## config.mk

```make
export PLATFORM = sky130hd
export DESIGN_NAME = alsu_driver
export DESIGN_NICKNAME = d
export VERILOG_FILES = /design/src/rtl/alsu_pkg.sv /design/src/rtl/alsu_invalid_chk.sv /design/src/rtl/alsu_driver.sv
export SDC_FILE = /design/constraint.sdc
export NUM_CORES = 1
export LEC_CHECK = 0
export ABC_AREA = 1
export BUFFER_PORTS_ARGS = -buffer_cell sky130_fd_sc_hd__buf_2
export CAP_MARGIN = 25
export CELL_PAD_IN_SITES_DETAIL_PLACEMENT = 1
export CELL_PAD_IN_SITES_GLOBAL_PLACEMENT = 2
export CORE_MARGIN = 8
export CORE_UTILIZATION = 26
export DETAILED_ROUTE_END_ITERATION = 8
export PLACE_DENSITY = 0.81
export SETUP_SLACK_MARGIN = 0.05
export SLEW_MARGIN = 20
export SYNTH_ARGS = -nofsm -noshare
export SYNTH_HDL_FRONTEND = slang
export SYNTH_SLANG_ARGS = --single-unit
```

## constraint.sdc

```tcl
create_clock -name clk -period 1.9 [get_ports clk]
set_clock_uncertainty 0.2 [all_clocks]
set_input_delay 0.095 -clock clk [delete_from_list [all_inputs] [get_ports clk]]
set_output_delay 0.095 -clock clk [all_outputs]
set_load 0.02 [all_outputs]
```

## src/rtl/alsu_pkg.sv

```systemverilog
// Shared definitions for the ALSU request/response driver: widths, opcodes,
// FSM state encoding and the registered ALSU pin bundle.
package alsu_pkg;

   localparam int OPND_W = 3;
   localparam int RES_W  = 6;
   localparam int LED_W  = 16;
   localparam int OPC_W  = 3;

   localparam logic [OPC_W-1:0] OP_OR     = 3'd0;
   localparam logic [OPC_W-1:0] OP_XOR    = 3'd1;
   localparam logic [OPC_W-1:0] OP_ADD    = 3'd2;
   localparam logic [OPC_W-1:0] OP_MUL    = 3'd3;
   localparam logic [OPC_W-1:0] OP_SHIFT  = 3'd4;
   localparam logic [OPC_W-1:0] OP_ROTATE = 3'd5;

   typedef enum logic [2:0] {
      ST_IDLE    = 3'd0,
      ST_ISSUE   = 3'd1,
      ST_WAIT    = 3'd2,
      ST_CAPTURE = 3'd3,
      ST_RESP    = 3'd4
   } state_e;

   typedef struct packed {
      logic signed [OPND_W-1:0] a;
      logic signed [OPND_W-1:0] b;
      logic [OPC_W-1:0]         opcode;
      logic                     cin;
      logic                     serial_in;
      logic                     red_op_a;
      logic                     red_op_b;
      logic                     bypass_a;
      logic                     bypass_b;
      logic                     direction;
   } alsu_pins_t;

endpackage

```

## src/rtl/alsu_invalid_chk.sv

```systemverilog
// Local decode of ALSU requests that the ALSU itself treats as invalid:
// reductions on non-logic opcodes, and the two unused opcodes 6 and 7.
module alsu_invalid_chk
   import alsu_pkg::*;
(
   input  logic [OPC_W-1:0] opcode,
   input  logic             red_op_a,
   input  logic             red_op_b,
   output logic             invalid
);

   assign invalid = ((red_op_a | red_op_b) & (opcode[1] | opcode[2]))
                  | (opcode[1] & opcode[2]);

endmodule

```

## src/rtl/alsu_driver.sv

```systemverilog
// Single-outstanding request driver for the ALSU: drives registered pins,
// waits out the ALSU's two register stages, captures the result and holds it
// for a valid/ready consumer.
module alsu_driver
   import alsu_pkg::*;
(
   input  logic                     clk,
   input  logic                     rst,
   input  logic                     req_valid,
   output logic                     req_ready,
   input  logic [OPC_W-1:0]         req_opcode,
   input  logic signed [OPND_W-1:0] req_a,
   input  logic signed [OPND_W-1:0] req_b,
   input  logic                     req_cin,
   input  logic                     req_serial_in,
   input  logic                     req_red_op_a,
   input  logic                     req_red_op_b,
   input  logic                     req_bypass_a,
   input  logic                     req_bypass_b,
   input  logic                     req_direction,
   output logic signed [OPND_W-1:0] alsu_A,
   output logic signed [OPND_W-1:0] alsu_B,
   output logic [OPC_W-1:0]         alsu_opcode,
   output logic                     alsu_cin,
   output logic                     alsu_serial_in,
   output logic                     alsu_red_op_A,
   output logic                     alsu_red_op_B,
   output logic                     alsu_bypass_A,
   output logic                     alsu_bypass_B,
   output logic                     alsu_direction,
   input  logic signed [RES_W-1:0]  alsu_out,
   input  logic [LED_W-1:0]         alsu_leds,
   output logic                     rsp_valid,
   input  logic                     rsp_ready,
   output logic signed [RES_W-1:0]  rsp_data,
   output logic                     rsp_invalid,
   output logic                     rsp_leds_on,
   output logic [7:0]               op_count,
   output logic [7:0]               invalid_count,
   output state_e                   dbg_state
);

   // Handshakes: a transfer happens on a rising edge where valid && ready.
   // rsp_valid/rsp_data/rsp_invalid/rsp_leds_on stay stable until accepted.

   state_e                  state_q, state_d;
   alsu_pins_t              pins_q, pins_d, req_pins;
   logic                    inv_q, inv_d;
   logic                    req_invalid;
   logic signed [RES_W-1:0] rsp_data_q, rsp_data_d;
   logic                    rsp_invalid_q, rsp_invalid_d;
   logic                    rsp_leds_on_q, rsp_leds_on_d;
   logic [7:0]              op_count_q, op_count_d;
   logic [7:0]              invalid_count_q, invalid_count_d;

   alsu_invalid_chk u_invalid_chk (
      .opcode   (req_opcode),
      .red_op_a (req_red_op_a),
      .red_op_b (req_red_op_b),
      .invalid  (req_invalid)
   );

   always_comb begin
      req_pins.a         = req_a;
      req_pins.b         = req_b;
      req_pins.opcode    = req_opcode;
      req_pins.cin       = req_cin;
      req_pins.serial_in = req_serial_in;
      req_pins.red_op_a  = req_red_op_a;
      req_pins.red_op_b  = req_red_op_b;
      req_pins.bypass_a  = req_bypass_a;
      req_pins.bypass_b  = req_bypass_b;
      req_pins.direction = req_direction;
   end

   // Held low throughout reset so nothing is offered the idea of acceptance.
   assign req_ready = rst & (state_q == ST_IDLE);

   always_comb begin
      state_d         = state_q;
      pins_d          = pins_q;
      inv_d           = inv_q;
      rsp_data_d      = rsp_data_q;
      rsp_invalid_d   = rsp_invalid_q;
      rsp_leds_on_d   = rsp_leds_on_q;
      op_count_d      = op_count_q;
      invalid_count_d = invalid_count_q;
      case (state_q)
         ST_IDLE: begin
            if (req_valid && req_ready) begin
               state_d = ST_ISSUE;
               pins_d  = req_pins;
               inv_d   = req_invalid;
            end
         end
         ST_ISSUE:   state_d = ST_WAIT;
         ST_WAIT:    state_d = ST_CAPTURE;
         ST_CAPTURE: begin
            // ALSU output register now reflects the pins loaded at accept.
            state_d       = ST_RESP;
            rsp_data_d    = alsu_out;
            rsp_leds_on_d = |alsu_leds;
            rsp_invalid_d = inv_q;
         end
         ST_RESP: begin
            if (rsp_ready) begin
               state_d    = ST_IDLE;
               op_count_d = op_count_q + 8'd1;
               if (rsp_invalid_q && (invalid_count_q != 8'hFF)) begin
                  invalid_count_d = invalid_count_q + 8'd1;
               end
            end
         end
         default: state_d = ST_IDLE;
      endcase
   end

   always_ff @(posedge clk or negedge rst) begin
      if (!rst) begin
         state_q         <= ST_IDLE;
         pins_q          <= '0;
         inv_q           <= 1'b0;
         rsp_data_q      <= '0;
         rsp_invalid_q   <= 1'b0;
         rsp_leds_on_q   <= 1'b0;
         op_count_q      <= 8'd0;
         invalid_count_q <= 8'd0;
      end else begin
         state_q         <= state_d;
         pins_q          <= pins_d;
         inv_q           <= inv_d;
         rsp_data_q      <= rsp_data_d;
         rsp_invalid_q   <= rsp_invalid_d;
         rsp_leds_on_q   <= rsp_leds_on_d;
         op_count_q      <= op_count_d;
         invalid_count_q <= invalid_count_d;
      end
   end

   assign alsu_A         = pins_q.a;
   assign alsu_B         = pins_q.b;
   assign alsu_opcode    = pins_q.opcode;
   assign alsu_cin       = pins_q.cin;
   assign alsu_serial_in = pins_q.serial_in;
   assign alsu_red_op_A  = pins_q.red_op_a;
   assign alsu_red_op_B  = pins_q.red_op_b;
   assign alsu_bypass_A  = pins_q.bypass_a;
   assign alsu_bypass_B  = pins_q.bypass_b;
   assign alsu_direction = pins_q.direction;

   assign rsp_valid     = (state_q == ST_RESP);
   assign rsp_data      = rsp_data_q;
   assign rsp_invalid   = rsp_invalid_q;
   assign rsp_leds_on   = rsp_leds_on_q;
   assign op_count      = op_count_q;
   assign invalid_count = invalid_count_q;
   assign dbg_state     = state_q;

endmodule

```

After elaboration in Yosys (flattened, before gate mapping). Cells that the tools add are included. W data, S select, Z words.

Add/sub/neg operators: 2. Eq/ne operators: 7. Muxes and demuxes: 3. Bitwise logic cells: 6. Reduce and logical (&&, ||, !) cells: 8.

Operator list (number): $add A8 B1 Y8 const B (2); $reduce_or A16 Y1 (1); $pmux W3 S5 (1); $ne A8 B8 Y1 const B (1); $eq A3 B2 Y1 const B (2); $mux W3 (2); $reduce_and A2 Y1 (3); $ne A2 B1 Y1 const B (2); $and A1 B1 Y1 (3); $eq A3 B1 Y1 const B (1); $eq A3 B3 Y1 const B (1); $logic_not A3 Y1 (1); $or A1 B1 Y1 (3); $reduce_and A3 Y1 (1); $logic_and A1 B1 Y1 (2).

Bits in registers: 44. Input bits: 42.

Depth between registers and ports, before layout.
Depth in word-level cells: 5. Depth in mapped cells: 8. Gate-level depth less buffers: 8.

Hierarchy. From an unflattened synthesis, not the netlist that was laid out.

Cells, all modules: 264. Area, all modules: 2142.1 um^2.

Modules (own cells, without submodules): alsu_driver (instances 1, cells an instance 255, area each 2108.3 um^2, sequential area each 1101.1 um^2); alsu_invalid_chk (instances 1, cells an instance 9, area each 33.8 um^2, sequential area each 0.0 um^2).

Worst setup path after synthesis. No wires, ideal clock.

Path type: register to register. From: reg invalid_count_q[0], in the netlist invalid_count[0]. To: reg invalid_count_q[4], in the netlist invalid_count[4]. Setup time: 65 ps. Arrival time: 1320 ps. Path slack: 315 ps. Cell stages (with the launch flop): 9. Path buffers: 0. Cells stage by stage: dfrtp_1 ha_1 nand2_1 nor2_1 nand2_1 nand2_1 nor2_4 nand2_1 nand2_1.

Cells in the longest elaborated chain, start to end: 3.

RTL lines: start: declaration (line alsu_driver.sv:54) `logic [7:0] invalid_count_q, invalid_count_d;`; start signal: assignment (line alsu_driver.sv:136) `invalid_count_q <= invalid_count_d;`; parallel branches: the longest is 3 deep, another holds $add A8 B1 Y8.

Parallel ways; which one is timed is not known. A chain may end at the register's enable or synchronous reset.

Worst setup path in the final report.
From: in alsu_leds[14]. To: reg rsp_leds_on_q, in the netlist rsp_leds_on.

Cells in the longest elaborated chain, start to end: 1.

RTL lines: start: declaration (line alsu_driver.sv:32) `input logic [LED_W-1:0] alsu_leds,`; $reduce_or A16 Y1 (line alsu_driver.sv:102) `rsp_leds_on_d = |alsu_leds;`; end signal: assignment (line alsu_driver.sv:134) `rsp_leds_on_q <= rsp_leds_on_d;`; end: declaration (line alsu_driver.sv:52) `logic rsp_leds_on_q, rsp_leds_on_d;`.

Every way passes these cells.

==> run_results.csv <==
group,metric,value,unit
logic_synthesis,ys.warnings.count,0,
setup_path,cp-start-kind,"input pin",
clocking,htree_levels,2,
cells_and_area,final_common_cell,"nand2_1",
pwr,power,3.79,mW
logic_synthesis,netlist_instances,260,
drt,wl,6.86,mm
floorplanning,core,7770,µm²
global_routing,grt_max_degree,32,
setup_path,cp-startpoint,"alsu_leds[14]",
global_routing,grt_pass1_wl,11.6,mm
clocking,cts_buffers,5,
drt,dr_total_vias,2124,
logic_synthesis,yosys_register_bits,44,
timing,setup_violations,0,
clocking,post_cts_buffers,0,
worst_hold_path,hold_start,"req_valid",
floorplanning,die-area,11200,µm²
setup_path,crit_required,1.89,ns
setup_path,path_class,"in2reg",
place,dp_hpwl,4.88,mm
logic_synthesis,mappedNetlistNets,304,
cells_and_area,final_core_util,40.7,%
global_routing,grt_overflow_total,0,
floorplanning,die_height,106,µm
timing,min_period,1.81,ns
timing,slew_headroom,72.0,%
drt,drt-initial-drc-count,30,
global_routing,grt.total_usage,12.6,%
pwr,p_leak,1.76,nW
run,cap_violations,0,
cells_and_area,nFillCells,971,
clocking,root_buffer,"clkbuf_8",
place,dp.cells,449,
place,placed_cell_area,2660,µm²
place,gp_congestion,0.732,
floorplanning,die_w,106,µm
setup_path,cp.arrival,1.80,ns
floorplanning,io_pins,87,
timing,report.final.slew_viol_count,0,
cells_and_area,drive_gt1_share,27.7,%
setup_path,r2r_start,"invalid_count[0]$_DFFE_PN0P_",
place,dp_slack,0.270,ns
clocking,tritoncts,"done",
floorplanning,start_util,27.0,%
logic_synthesis,yosysSeqAreaShare,52.5,%
global_routing,antenna_found_initial,1,
worst_hold_path,hold_path_class,"in2reg",
global_routing,grt_pass1_vias,2361,
drt,drc,0,
place,portBuffers,86,
cells_and_area,finalNonFillerCells,497,
cells_and_area,final_cell_area,3160,µm²
cells_and_area,finalNetCount,437,
logic_synthesis,synth_cell_types,21,
clocking,clk_latency,0.29,ns
logic_synthesis,syn_area,2100,µm²
logic_synthesis,avgSynthCellArea,8.07,µm²
clocking,clkTransAtPathRegs,0.08,ns
timing,max_freq,552,MHz
setup_path,critPathMaxFanout,1,
drt,drt_pass1_iterations,4,
cells_and_area,syn2layout_area_growth,50.7,%
timing,finalHoldViolCount,0,
timing,fin_hold_ws,0.0193,ns
setup_path,crit_path_end_kind,"flip-flop",
timing,rsz0062_at_grt,"no",
pwr,peakVddDrop,581,µV
pwr,power_density,1200,nW/µm²
drt,routedWlPerCell,13.8,µm
timing,fin_ws,0.0873,ns
timing,tns,0,ns
floorplanning,rows,32,
clocking,cts_num_sinks,44,
run_status,status,"complete, no violations",
cells_and_area,final_cell_mix,"nand2_1, buf_2, dfrtp_1",
timing,worst_pin_slew,0.420,ns
worst_hold_path,min_path_cells,4,
drt,route.antenna.remaining_nets,0,
timing,finalCritPeriodShare,95.4,%
setup_path,worst-r2r-cell-count,8,
drt,viasPerCell,4.27,
clocking,cts_max_path_buffers,2,
-- area by class of cell --
type                       count  area (µm²)  share of cell area [%]
sequential                    44        1100                    34.8
multi-input combinational    191         886                    28.0
antenna                        1        2.50                  0.0791
inverter                      22        87.6                    2.77
tap                          102         128                    4.03
clock buffer                   6        72.6                    2.29
clock inverter                 2        35.0                    1.11
timing repair buffer         129         851                    26.9
-- sequential cells by signal, indices dropped and copies added (netlist names) --
name,count
alsu_opcode,3
alsu_red_op_A,1
rsp_data,6
alsu_A,3
inv_q,1
rsp_leds_on,1
alsu_direction,1
alsu_red_op_B,1
alsu_bypass_B,1
alsu_cin,1
invalid_count,8
op_count,8
dbg_state,3
alsu_B,3
alsu_serial_in,1
rsp_invalid,1
alsu_bypass_A,1
-- routing by layer --
metal  up-vias  GRT usage, %  wire length, µm
met5         -             0                0
met4         0          4.32              132
met3        10          3.59              333
met2        47          22.7             3670
met1      1005          13.7             2720
li1       1062             -                -
-- critical path: stages --
cell and delay (ns):
dlygate4sd3_1 0.53, buf_2 0.12, nor2_1 0.10, dlygate4sd3_1 0.57, nand2_1 0.09, nor2_2 0.12, nand2_1 0.07, nand2_1 0.06
nand2_1 0.05
-- logic make-up (layout without fill, tap and decap cells) --
group	count (synthesis)	count (layout)	share of synthesized area, %
adder cells (fa/ha/maj)	2	2	1.19
other	0	1	0
buffers and inverters	25	159	5.43
AO/OA/AOI/OAI	10	10	2.39
AND/OR/NAND/NOR	172	172	35.6
XOR/XNOR	7	7	2.92
flip-flops	44	44	52.5
-- synth_stat cells (all sizes together) --
library cell	number	area, µm²
buf	3	26.3
o21ai	10	50.1
nor3b	1	7.51
xor2	4	35.0
xnor2	3	26.3
dfrtp	44	1100
ha	2	25.0
or2	1	6.26
nand4	5	37.5
nand3b	3	22.5
nand3	6	55.1
inv	21	78.8
clkinv	1	8.76
nor2	23	116
and3	1	6.26
nand2	132	495
-- where the power goes --
group          internal (mW)  switching, mW
registers               1.27          0.263
clock network          0.391          0.328
logic                  0.546          0.996
-- path summary, 6_finish.rpt --
kind / slack, ns / end
min reg2reg: 0.27 / rsp_data[0]$_DFFE_PN0N_
max reg2reg: 0.26 / invalid_count[5]$_DFFE_PN0P_
min in group asynchronous: 0.14 / dbg_state[2]$_DFFE_PN0P_
max: 0.09 / rsp_leds_on$_DFFE_PN0N_
min: 0.02 / alsu_A[0]$_DFFE_PN0P_
max in group asynchronous: 0.69 / rsp_data[1]$_DFFE_PN0N_
-- what timing repair did --
item,4_1_cts,5_1_grt
endpoints found under the hold margin,39,0
gates resized for setup,0,1
hold buffers,40,0
endpoints found under the setup margin,0,1
No activity file was read; power rests on OpenSTA's default activity.
